[config.mk]
export PLATFORM = sky130hd
export DESIGN_NAME = effect_mode_ctrl
export DESIGN_NICKNAME = d
export VERILOG_FILES = /design/src/rtl/vfx_ctrl_pkg.sv /design/src/rtl/debounce.sv /design/src/rtl/effect_mode_ctrl.sv
export SDC_FILE = /design/constraint.sdc
export NUM_CORES = 1
export LEC_CHECK = 0
export BUFFER_PORTS_ARGS = -buffer_cell sky130_fd_sc_hd__buf_2
export CORE_MARGIN = 3
export CORE_UTILIZATION = 25
export CTS_CLUSTER_DIAMETER = 100
export CTS_CLUSTER_SIZE = 40
export DETAILED_ROUTE_END_ITERATION = 10
export GPL_ROUTABILITY_DRIVEN = 1
export PLACE_DENSITY = 0.41
export SLEW_MARGIN = 20
export SYNTH_ARGS = -nofsm -noshare
export SYNTH_HDL_FRONTEND = slang
export SYNTH_SLANG_ARGS = --single-unit
[constraint.sdc]
create_clock -name clk -period 2.8 [get_ports clk]
set_clock_uncertainty 0.2 [all_clocks]
set_input_delay 0.14 -clock clk [delete_from_list [all_inputs] [get_ports clk]]
set_output_delay 0.14 -clock clk [all_outputs]
set_load 0.005 [all_outputs]
[src/rtl/vfx_ctrl_pkg.sv]
// ============================================================================
// Module      : vfx_ctrl_pkg
// Description : Shared button indices and publish-FSM encoding for the
//               video effect controller.
// Revision    : 1.0 - initial release
// ============================================================================
`default_nettype none

package vfx_ctrl_pkg;

  localparam int c_num_buttons = 4;

  localparam int c_btn_next   = 0;
  localparam int c_btn_prev   = 1;
  localparam int c_btn_home   = 2;
  localparam int c_btn_freeze = 3;

  typedef enum logic [1:0] {
    ST_IDLE       = 2'd0,
    ST_WAIT_FRAME = 2'd1,
    ST_OFFER      = 2'd2
  } pub_state_e;

endpackage : vfx_ctrl_pkg

`default_nettype wire

[src/rtl/debounce.sv]
// ============================================================================
// Module      : debounce
// Description : Two-flop synchroniser plus a stability counter; the output
//               level follows the input only after DEBOUNCE_COUNTS equal samples.
// Revision    : 1.0 - initial release
// ============================================================================
`default_nettype none

module debounce #(
  parameter int DEBOUNCE_COUNTS = 2500
) (
  input  logic clk,
  input  logic rst,
  input  logic i_raw,
  output logic o_level
);

  localparam int CNT_W = (DEBOUNCE_COUNTS > 1) ? $clog2(DEBOUNCE_COUNTS) : 1;
  localparam logic [CNT_W-1:0] c_cnt_last = CNT_W'(DEBOUNCE_COUNTS - 1);

  logic             r_sync1;
  logic             r_sync2;
  logic             r_level;
  logic [CNT_W-1:0] r_cnt;

  always_ff @(posedge clk) begin
    r_sync1 <= i_raw;
    r_sync2 <= r_sync1;
  end

  // Reset adopts the synchronised input so a held button is not seen as a press.
  always_ff @(posedge clk) begin
    if (rst) begin
      r_level <= r_sync2;
      r_cnt   <= '0;
    end else if (r_sync2 == r_level) begin
      r_cnt <= '0;
    end else if (r_cnt == c_cnt_last) begin
      r_level <= r_sync2;
      r_cnt   <= '0;
    end else begin
      r_cnt <= r_cnt + CNT_W'(1);
    end
  end

  assign o_level = r_level;

endmodule : debounce

`default_nettype wire

[src/rtl/effect_mode_ctrl.sv]
// ============================================================================
// Module      : effect_mode_ctrl
// Description : Button-driven effect mode selector that publishes its staged
//               configuration to the video pipeline once per frame.
// Revision    : 1.0 - initial release
// ============================================================================
`default_nettype none

module effect_mode_ctrl
  import vfx_ctrl_pkg::*;
#(
  parameter int NUM_MODES         = 8,
  parameter int DEBOUNCE_COUNTS   = 2500,
  parameter int LONG_PRESS_COUNTS = 50_000_000
) (
  input  logic                         clk,
  input  logic                         reset,
  input  logic [3:0]                   buttons,
  input  logic                         frame_start,
  output logic [$clog2(NUM_MODES)-1:0] cfg_mode,
  output logic                         cfg_bypass,
  output logic                         cfg_valid,
  input  logic                         cfg_ready,
  output logic                         frozen
);

  localparam int MODE_W = $clog2(NUM_MODES);
  localparam int HOLD_W = $clog2(LONG_PRESS_COUNTS + 1);

  localparam logic [MODE_W-1:0] c_mode_max = MODE_W'(NUM_MODES - 1);
  localparam logic [HOLD_W-1:0] c_long     = HOLD_W'(LONG_PRESS_COUNTS);
  localparam logic [HOLD_W-1:0] c_long_m1  = HOLD_W'(LONG_PRESS_COUNTS - 1);

  logic [c_num_buttons-1:0] w_level;
  logic [c_num_buttons-1:0] r_level_q;
  logic [c_num_buttons-1:0] w_rise;
  logic [c_num_buttons-1:0] w_fall;
  logic [c_num_buttons-1:0] w_set;
  logic [c_num_buttons-1:0] w_serve;
  logic [c_num_buttons-1:0] r_pending;

  logic              r_hold_armed;
  logic [HOLD_W-1:0] r_hold_cnt;
  logic              w_long_evt;
  logic              w_short_evt;
  logic              r_b2_long;

  logic [MODE_W-1:0] r_stg_mode;
  logic              r_stg_bypass;
  logic              r_frozen;
  logic              r_dirty;
  logic              w_pub_load;
  pub_state_e        r_state;
  logic [MODE_W-1:0] r_cfg_mode;
  logic              r_cfg_bypass;

  genvar gi;
  generate
    for (gi = 0; gi < c_num_buttons; gi++) begin : g_debounce
      debounce #(
        .DEBOUNCE_COUNTS(DEBOUNCE_COUNTS)
      ) u_debounce (
        .clk    (clk),
        .rst    (reset),
        .i_raw  (buttons[gi]),
        .o_level(w_level[gi])
      );
    end
  endgenerate

  assign w_rise = w_level & ~r_level_q;
  assign w_fall = ~w_level & r_level_q;

  // Button 2 events come from the hold timer, not directly from its edge.
  assign w_long_evt  = r_hold_armed && w_level[c_btn_home] && (r_hold_cnt == c_long_m1);
  assign w_short_evt = r_hold_armed && w_fall[c_btn_home] && (r_hold_cnt != c_long);

  always_comb begin
    w_set               = w_rise;
    w_set[c_btn_home]   = w_long_evt | w_short_evt;
    w_serve             = '0;
    if (r_pending[c_btn_next])        w_serve[c_btn_next]   = 1'b1;
    else if (r_pending[c_btn_prev])   w_serve[c_btn_prev]   = 1'b1;
    else if (r_pending[c_btn_home])   w_serve[c_btn_home]   = 1'b1;
    else if (r_pending[c_btn_freeze]) w_serve[c_btn_freeze] = 1'b1;
  end

  assign w_pub_load = (r_state == ST_WAIT_FRAME) && frame_start && !r_frozen;

  always_ff @(posedge clk) begin
    r_level_q <= w_level;
    if (reset) begin
      r_pending    <= '0;
      r_hold_armed <= 1'b0;
      r_hold_cnt   <= '0;
      r_b2_long    <= 1'b0;
      r_stg_mode   <= '0;
      r_stg_bypass <= 1'b0;
      r_frozen     <= 1'b0;
      r_dirty      <= 1'b0;
      r_state      <= ST_IDLE;
      r_cfg_mode   <= '0;
      r_cfg_bypass <= 1'b0;
    end else begin
      r_pending <= (r_pending & ~w_serve) | w_set;

      if (w_rise[c_btn_home]) begin
        r_hold_armed <= 1'b1;
        r_hold_cnt   <= '0;
      end else if (!w_level[c_btn_home]) begin
        r_hold_armed <= 1'b0;
        r_hold_cnt   <= '0;
      end else if (r_hold_armed && (r_hold_cnt != c_long)) begin
        r_hold_cnt <= r_hold_cnt + HOLD_W'(1);
      end

      if (w_long_evt || w_short_evt) r_b2_long <= w_long_evt;

      if (w_serve[c_btn_next]) begin
        r_stg_mode <= (r_stg_mode == c_mode_max) ? '0 : r_stg_mode + MODE_W'(1);
      end else if (w_serve[c_btn_prev]) begin
        r_stg_mode <= (r_stg_mode == '0) ? c_mode_max : r_stg_mode - MODE_W'(1);
      end else if (w_serve[c_btn_home]) begin
        if (r_b2_long) begin
          r_stg_mode   <= '0;
          r_stg_bypass <= 1'b0;
        end else begin
          r_stg_bypass <= ~r_stg_bypass;
        end
      end else if (w_serve[c_btn_freeze]) begin
        r_frozen <= ~r_frozen;
      end

      // A newly served event outranks the clear from publishing.
      if (|r_pending)      r_dirty <= 1'b1;
      else if (w_pub_load) r_dirty <= 1'b0;

      case (r_state)
        ST_IDLE: begin
          if (r_dirty && !r_frozen) r_state <= ST_WAIT_FRAME;
        end
        ST_WAIT_FRAME: begin
          if (w_pub_load) begin
            r_state      <= ST_OFFER;
            r_cfg_mode   <= r_stg_mode;
            r_cfg_bypass <= r_stg_bypass;
          end
        end
        ST_OFFER: begin
          if (cfg_ready) r_state <= ST_IDLE;
        end
        default: r_state <= ST_IDLE;
      endcase
    end
  end

  assign cfg_mode   = r_cfg_mode;
  assign cfg_bypass = r_cfg_bypass;
  assign cfg_valid  = (r_state == ST_OFFER);
  assign frozen     = r_frozen;

endmodule : effect_mode_ctrl

`default_nettype wire

After elaboration in Yosys (flattened, before gate mapping)
Cells that the tools add are included.
{"block": "op_classes", "reduce_logical": 34, "bitwise": 14, "addsub": 7, "n_eq_ne": 21, "muxes": 34}
{"op": "$add A12 B1 Y12 const B", "count": 4}
{"op": "$eq A12 B12 Y1 const B", "count": 4}
{"op": "$add A26 B1 Y26 const B", "count": 1}
{"op": "$eq A26 B26 Y1 const B", "count": 1}
{"op": "$ne A26 B26 Y1 const B", "count": 1}
{"op": "$mux W1", "count": 22}
{"op": "$mux W3", "count": 7}
{"op": "$reduce_or A3 Y1", "count": 5}
{"op": "$ne A2 B2 Y1 const B", "count": 7}
{"op": "$reduce_and A2 Y1", "count": 6}
{"op": "$reduce_bool A2 Y1", "count": 5}
{"op": "$and A4 B4 Y4", "count": 2}
{"op": "$logic_and A1 B1 Y1", "count": 8}
{"op": "$mux W2", "count": 4}
{"op": "$not A4 Y4", "count": 2}
{"op": "$not A1 Y1", "count": 6}
{"op": "$pmux W2 S3", "count": 1}
{"op": "$reduce_and A3 Y1", "count": 2}
{"op": "$reduce_bool A3 Y1", "count": 2}
{"op": "$eq A1 B1 Y1", "count": 4}
{"op": "$or A4 B4 Y4", "count": 1}
{"op": "$reduce_and A4 Y1", "count": 1}
{"op": "$reduce_or A4 Y1", "count": 1}
{"op": "$add A3 B1 Y3 const B", "count": 1}
{"op": "12 further kinds", "count": 12}
{"block": "word_totals", "regBits": 108}

Depth between registers and ports, before layout
Gate-level depths: netlist of run 1.
{"block": "logic_depth", "depth_word": 7, "ltp_mapped": 6, "mapped_depth_nobuf": 6}

Hierarchy
From an unflattened synthesis of run 1, not the netlist that was laid out.
{"block": "hier_totals", "cells_unflattened": 508, "hier_area_um2": 4698.3}
{"module": "debounce", "seq_area_each_um2": 310.3, "n_inst": 4, "cells_each": 62, "area_per_inst_um2": 615.6}
{"module": "effect_mode_ctrl", "seq_area_each_um2": 960.9, "n_inst": 1, "cells_each": 260, "area_per_inst_um2": 2235.9}

Worst setup path before layout of run 1
OpenSTA, ideal clock, no wires.
{"block": "synth_path", "kind": "register to register", "from": "register r_hold_cnt[2]", "to": "register r_hold_cnt[25]", "period_less_slack_ns": 1.804, "arrival_ns": 1.534, "n_path_buf": 2, "path_stages_with_launch": 7, "path_slack_ns": 0.996, "setup_time_ns": 0.070, "cell_sequence": "dfxtp_1 -> and4_1 -> buf_6 -> nand4_4 -> buf_6 -> or4_1 -> a21oi_1"}
{"block": "synth_between", "elab_chain_len": 2, "elab_cells_between_ends": 3, "classes_between": "add/sub (1); eq/ne (1); reduce/logical (1)"}
{"item": "start, declared", "line_no": "effect_mode_ctrl.sv:43", "source": "logic [HOLD_W-1:0] r_hold_cnt;"}
{"item": "start signal, assigned", "line_no": "effect_mode_ctrl.sv:114", "source": "r_hold_cnt <= r_hold_cnt + HOLD_W'(1);"}
{"item": "parallel branches: the longest is 2 deep, another holds $add A26 B1 Y26"}
Parallel ways; which one is timed is not known.
A chain may end at the register's enable or synchronous reset.

Worst setup path in the final report of run 1
{"block": "layout_path", "from": "register r_hold_cnt[2]", "to": "register r_hold_cnt[22]"}
Same word-level chain as after synthesis.

==> flow_metrics.py, run 1 <==
metrics = {
    "run_status": {
        "outcome": "completed",
    },
    "critical_path": {
        "crit_required_ns": 2.89,
        "crit_family": "simple AND/OR/NAND/NOR gates",
        "critPathMaxStageDelay_ns": 0.63,
        "reg2reg_from": "r_hold_cnt[2]$_SDFFE_PP0P_",
        "r2r_setup_slack_ns": 0.54,
        "cp_data_arrival_time_ns": 2.35,
        "path_depth": 4,
        "rr_worst_depth": 4,
        "endpoint": "r_hold_cnt[22]$_SDFFE_PP0P_",
        "crit_fanout": 13,
        "critPathSlowestCell": "or4_1",
        "critPathBufInv": 0,
        "endpoint_kind": "flip-flop",
        "reg2reg_to": "r_hold_cnt[22]$_SDFFE_PP0P_",
        "critPathKind": "reg -> reg",
        "start_kind": "flip-flop",
        "crit_chain": "and4_1 -> nand4_1 -> or4_1 -> a21oi_1",
        "critPathLaunch": "r_hold_cnt[2]$_SDFFE_PP0P_",
    },
    "place": {
        "gp_congestion": 0.728,
        "dpl.hpwl_um": 6070,
        "place.port_buffers": 13,
    },
    "yosys": {
        "synth_nets": 520,
        "ys_warn_count": 0,
        "ys_top_cells_by_area": "dfxtp_1 45%, nor2_1 5.5%, xor2_1 4.9%",
        "synth_cells": 502,
        "synth_top_area_share_pct": 45.1,
        "synth_ff_type": "dfxtp_1",
        "syn_area_mm2": 0.00462,
        "ys_types": 53,
        "syn_avg_cell_area_um2": 9.20,
        "ys_top_cells_by_count": "104 x dfxtp_1, 68 x nor2_1, 37 x nand2_1",
        "synth_most_common_cell": "dfxtp_1",
        "synth_seq_area_share_pct": 47.7,
        "synth_edf_count": 4,
        "synth-seq-cells": 108,
        "netlist.top_cell.by_area": "dfxtp_1",
        "synthArstFlopShare_pct": 0,
    },
    "layout": {
        "nFillCells": 1962,
        "fin_nets": 534,
        "n_antenna_cell": 0,
        "syn_to_final_growth_pct": 13.6,
        "drive_gt1_share_pct": 8.25,
    },
    "timing": {
        "tns_ns": 0,
        "finalHoldViolCount": 0,
        "maxSlewHeadroom_pct": 54.4,
        "clock.fmax_mhz": 443,
        "fin_crit_ns": 2.26,
        "timing.hold.ws_ns": 0.0220,
        "period_share_pct": 80.6,
        "setup_viol": 0,
        "rsz0062_at_grt": "no",
        "finalMaxSlewViolations": 0,
        "tightest_slew_ns": 0.681,
    },
    "floorplan": {
        "coreArea_mm2": 0.0180,
        "die_h_um": 142,
        "start_util_pct": 25.6,
        "ios": 14,
        "rows": 49,
        "die_w_um": 142,
        "die-area_mm2": 0.0201,
    },
    "clocking": {
        "cts_buffer_depth": 2,
        "path_clk_slew_ns": 0.07,
        "cts_buffers": 9,
        "clock_latency_ns": 0.36,
        "clock-sinks": 108,
        "htreeDepth": 3,
        "post_cts_buffers": 0,
        "root_buffer": "clkbuf_16",
        "cts_tree": "built",
    },
    "power": {
        "switching_share_pct": 22.9,
        "clock_power_share_pct": 43.0,
        "p_int_mw": 2.33,
        "powerDensity_mw_per_mm2": 575,
        "p_comb_share_pct": 3.7,
        "finalPower_mw": 3.02,
        "leakagePower_nw": 1.74,
        "ir_worst_vdd_mv": 0.320,
        "switchingPower_uw": 689,
        "pwr-share-seq_pct": 53.3,
    },
    "drt": {
        "viasPerCell": 4.60,
        "route.detailed.drc": 0,
        "vias": 3450,
        "drtPass1Iterations": 4,
        "drt.antenna.violating_nets": 0,
        "drt_wl_total_um": 8810,
        "drt-initial-drc-count": 170,
        "wl_per_cell_um": 11.7,
    },
    "global_route": {
        "grt_max_degree": 24,
        "grt_pass1_wl_um": 15300,
        "grt_overflow_total": 0,
        "grt_pass1_vias": 3301,
        "antenna_found_initial": 0,
        "grt_use_total_pct": 9.32,
    },
    "flow_run": {
        "cap_violations": 0,
    },
    "min_path": {
        "min_path_type": "in -> reg",
    },
}
==> cells in the final DEF, fill, tap and decap left out, types with 4 or more instances in the layout <==
cell,instances
dfxtp_1,104
nor2_1,68
nand2_1,37
nand3_1,28
a21oi_1,27
xor2_1,26
xnor2_1,23
nand4_1,19
o21ai_0,15
buf_2,13
inv_1,12
nor3_1,11
or3_1,10
ha_1,10
clkbuf_16,9
and3_1,8
or4_1,8
mux2i_1,8
o31ai_1,7
and4_1,6
dlygate4sd3_1,6
nor4b_1,5
nand2b_1,5
nor2b_1,4
nor4_1,4
edfxtp_1,4
==> how the worst min path moves through the flow <==
stage	from	to	slack (ns)	depth (start not counted)
floorplan	buttons[0]	g_debounce[0].u_debounce.r_sync1$_DFF_P_	-0.03	0
global placement	buttons[1]	g_debounce[1].u_debounce.r_sync1$_DFF_P_	0.04	1
detailed placement	buttons[3]	g_debounce[3].u_debounce.r_sync1$_DFF_P_	0.05	1
CTS	reset	frozen$_SDFFE_PP0P_	0.03	2
global route	reset	cfg_mode[0]$_SDFFE_PP0P_	0.05	2
finish	reset	cfg_mode[1]$_SDFFE_PP0P_	0.02	2
==> sequential cells by signal, summed over array words and instances, names as in the netlist, 2 cells and up <==
signal,cells
g_debounce.u_debounce.r_sync2,4
r_state,2
r_level_q,4
r_hold_cnt,26
r_stg_mode,3
g_debounce.u_debounce.o_level,4
cfg_mode,3
g_debounce.u_debounce.r_cnt,48
r_pending,4
g_debounce.u_debounce.r_sync1,4
==> timing repair <==
item	in CTS	in global routing
gates resized for setup	0	0
hold buffers	6	0
hold endpoints to repair	6	0
==> power groups by stage <==
stage / Sequential, mW / Combinational, mW / Clock (mW)
after floorplan: 1.63 / 0.0836 / 0
after global placement: 1.64 / 0.108 / 0
after detailed placement: 1.64 / 0.109 / 0
after CTS: 1.61 / 0.116 / 1.35
after global routing: 1.61 / 0.131 / 1.42
final: 1.61 / 0.113 / 1.30
==> stage by stage <==
step	instance area, µm²	setup slack, ns	utilization [%]	std cells
global placement	4880	0.554	27.1	728
finish	5240	0.543	29.1	750
global route	5240	0.293	29.1	750
floorplan	4620	0.996	-	502
CTS	5240	0.518	29.1	750
detailed placement	4880	0.530	27.1	728
==> area by class of cell <==
class | instances | area (µm²) | share of cell area (%)
clock buffers | 9 | 225 | 4.29
inverters | 13 | 48.8 | 0.931
multi-input cells | 364 | 2270 | 43.4
well taps | 229 | 287 | 5.46
repair buffers | 20 | 133 | 2.53
flip-flops and latches | 108 | 2200 | 42.0
clock inverters | 7 | 73.8 | 1.41
==> worst reg2reg max path, cell delays in order, from the launching register on <==
cell	delay, ns
dfxtp_1	0.43
and4_1	0.36
nand4_1	0.43
or4_1	0.63
a21oi_1	0.14
==> cell families (layout without fill, tap and decap cells) <==
logic type      after synthesis  in the layout  share of synthesized area (%)
compound gates               61             61                           7.86
xor+xnor                     49             49                           9.30
fa+ha+maj                    10             10                           2.71
buf+inv                      30             49                           3.03
flops                       108            108                           47.7
mux                           8              8                           1.73
simple gates                236            236                           27.7
==> metal layers <==
| metal | global-route usage, % | up-vias | wire length (µm) |
|---|---|---|---|
| met4 | 3.94 | 0 | 167 |
| li1 | - | 1798 | - |
| met5 | 0 | - | 0 |
| met3 | 2.73 | 13 | 239 |
| met2 | 14.7 | 23 | 3980 |
| met1 | 11.9 | 1616 | 4430 |
No activity file was read; power rests on OpenSTA's default activity.
==> run 2, diff against run 1 <==
==> constraint.sdc (replaced) <==
create_clock -name clk -period 2.3 [get_ports clk]
set_clock_uncertainty 0.2 [all_clocks]
set_input_delay 0.115 -clock clk [delete_from_list [all_inputs] [get_ports clk]]
set_output_delay 0.115 -clock clk [all_outputs]
set_load 0.005 [all_outputs]
==> run 2 against run 1 <==
Cell count rose by 0.67%. Maximum frequency up 13%. Global-route usage rose by 0.12 points. Sequential share of layout area shrank 0.43 points. Clock power rose by 25%. Critical path type unchanged. Largest power group unchanged.
==> flow_metrics.py, run 2 (synthesized netlist as in run 1, its figures left out) <==
metrics = {
    "run_status": {
        "outcome": "completed",
    },
    "critical_path": {
        "critPathKind": "reg -> reg",
        "critPathMaxStageDelay_ns": 0.53,
        "critPathSlowestCell": "or4_1",
        "endpoint_kind": "flip-flop",
        "critPathBufInv": 0,
        "crit_chain": "or4_1 -> nor4_2 -> a21oi_1 -> a211o_1",
        "crit_required_ns": 2.34,
        "critPathLaunch": "r_hold_cnt[8]$_SDFFE_PP0P_",
        "cp_data_arrival_time_ns": 2.05,
        "crit_fanout": 6,
        "crit_family": "simple AND/OR/NAND/NOR gates",
        "start_kind": "flip-flop",
        "reg2reg_from": "r_hold_cnt[8]$_SDFFE_PP0P_",
    },
    "layout": {
        "drive_gt1_share_pct": 8.17,
        "syn_to_final_growth_pct": 14.7,
        "largest_register_ff_count": 48,
        "final_common_cell": "dfxtp_1",
        "final_cell_mix": "104 x dfxtp_1, 68 x nor2_1, 37 x nand2_1",
        "utilization_pct": 29.4,
        "instances_no_fill": 755,
        "fin_nets": 539,
        "final_area_mm2": 0.00530,
        "top_regs": "g_debounce.u_debounce.r_cnt: 48 flops, r_hold_cnt: 26 flops",
        "n_antenna_cell": 0,
        "nFillCells": 1921,
        "largest_register": "g_debounce.u_debounce.r_cnt",
    },
    "timing": {
        "maxSlewHeadroom_pct": 67.2,
        "finalMaxSlewViolations": 0,
        "setup_viol": 0,
        "rsz0062_at_grt": "no",
        "clock.fmax_mhz": 499,
        "finalHoldViolCount": 0,
        "tightest_slew_ns": 0.489,
        "fin_crit_ns": 2.01,
        "period_share_pct": 87.2,
        "tns_ns": 0,
    },
    "flow_run": {
        "cap_violations": 0,
    },
    "global_route": {
        "grt_max_degree": 24,
        "antenna_found_initial": 0,
        "grt_pass1_wl_um": 15600,
        "grt_overflow_total": 0,
        "grt_pass1_vias": 3415,
        "grt_use_total_pct": 9.44,
    },
    "drt": {
        "drtPass1Iterations": 4,
        "viasPerCell": 4.60,
        "wl_per_cell_um": 11.6,
        "drt.antenna.violating_nets": 0,
        "drt-initial-drc-count": 168,
        "vias": 3473,
        "drt_wl_total_um": 8750,
        "route.detailed.drc": 0,
    },
    "place": {
        "place.port_buffers": 13,
        "dpl.hpwl_um": 6090,
        "gp_congestion": 0.800,
        "placed_cell_area_mm2": 0.00491,
        "dpl.cell_count": 731,
    },
    "floorplan": {
        "rows": 49,
        "coreArea_mm2": 0.0180,
        "die_w_um": 142,
        "die_h_um": 142,
        "ios": 14,
        "die-area_mm2": 0.0201,
        "start_util_pct": 25.6,
    },
    "power": {
        "ir_worst_vdd_mv": 0.473,
        "switching_share_pct": 21.0,
        "p_comb_share_pct": 3.8,
        "finalPower_mw": 3.72,
        "leakagePower_nw": 1.77,
        "p_int_mw": 2.94,
        "powerDensity_mw_per_mm2": 702,
        "pwr-share-seq_pct": 52.5,
        "clock_power_share_pct": 43.6,
        "switchingPower_uw": 781,
    },
    "clocking": {
        "cts_resized": 0,
        "cts_buffers": 9,
        "clock_latency_ns": 0.35,
        "cts_buffer_depth": 2,
        "cts_tree": "built",
        "root_buffer": "clkbuf_16",
        "clock-sinks": 108,
        "htreeDepth": 3,
        "path_clk_slew_ns": 0.07,
    },
    "min_path": {
        "worstHoldStart": "g_debounce[1].u_debounce.r_sync1$_DFF_P_",
        "min_path_type": "reg -> reg",
    },
}
-- run 2: area by class of cell --
| class | instances | area (µm²) | area share (%) |
|---|---|---|---|
| Timing Repair Buffer | 25 | 175 | 3.31 |
| Sequential cell | 108 | 2200 | 41.6 |
| Tap cell | 229 | 287 | 5.41 |
| Clock buffer | 12 | 236 | 4.46 |
| Inverter | 13 | 48.8 | 0.921 |
| Multi-Input combinational cell | 364 | 2270 | 42.9 |
| Clock inverter | 4 | 73.8 | 1.39 |
-- run 2: metal layers --
| metal | up-vias | global-route usage [%] | routed length (µm) |
|---|---|---|---|
| li1 | 1812 | - | - |
| met1 | 1623 | 11.8 | 4350 |
| met2 | 32 | 15.5 | 4010 |
| met3 | 6 | 3.24 | 291 |
| met4 | 0 | 2.83 | 98 |
| met5 | - | 0 | 0 |
-- run 2: metrics by stage --
step	setup slack, ns	hold slack [ns]
floorplan	0.496	-0.0573
global placement	0.307	0.0167
detailed placement	0.284	0.0186
CTS	0.262	0.129
global route	0.141	0.136
finish	0.295	0.127
-- run 2: what timing repair did --
action,in CTS,in global routing
buffers inserted,0,0
hold buffers,8,0
hold endpoints to repair,9,0
setup endpoints to repair,0,0
-- run 2: final timing paths --
| kind | to | slack, ns | depth (start not counted) |
|---|---|---|---|
| setup / recovery | r_pending[2]$_SDFF_PP0_ | 0.29 | 4 |
| hold reg to reg | g_debounce[1].u_debounce.r_sync2$_DFF_P_ | 0.13 | 0 |
| hold / removal | g_debounce[1].u_debounce.r_sync2$_DFF_P_ | 0.13 | 0 |
| setup reg to reg | r_pending[2]$_SDFF_PP0_ | 0.29 | 4 |
-- run 2: power groups by stage --
stage	sequential [mW]	combinational, mW	clock, mW
after floorplan	1.99	0.102	0
after global placement	2.00	0.133	0
after detailed placement	2.00	0.136	0
after CTS	1.96	0.147	1.70
after global routing	1.96	0.168	1.76
final	1.95	0.143	1.62
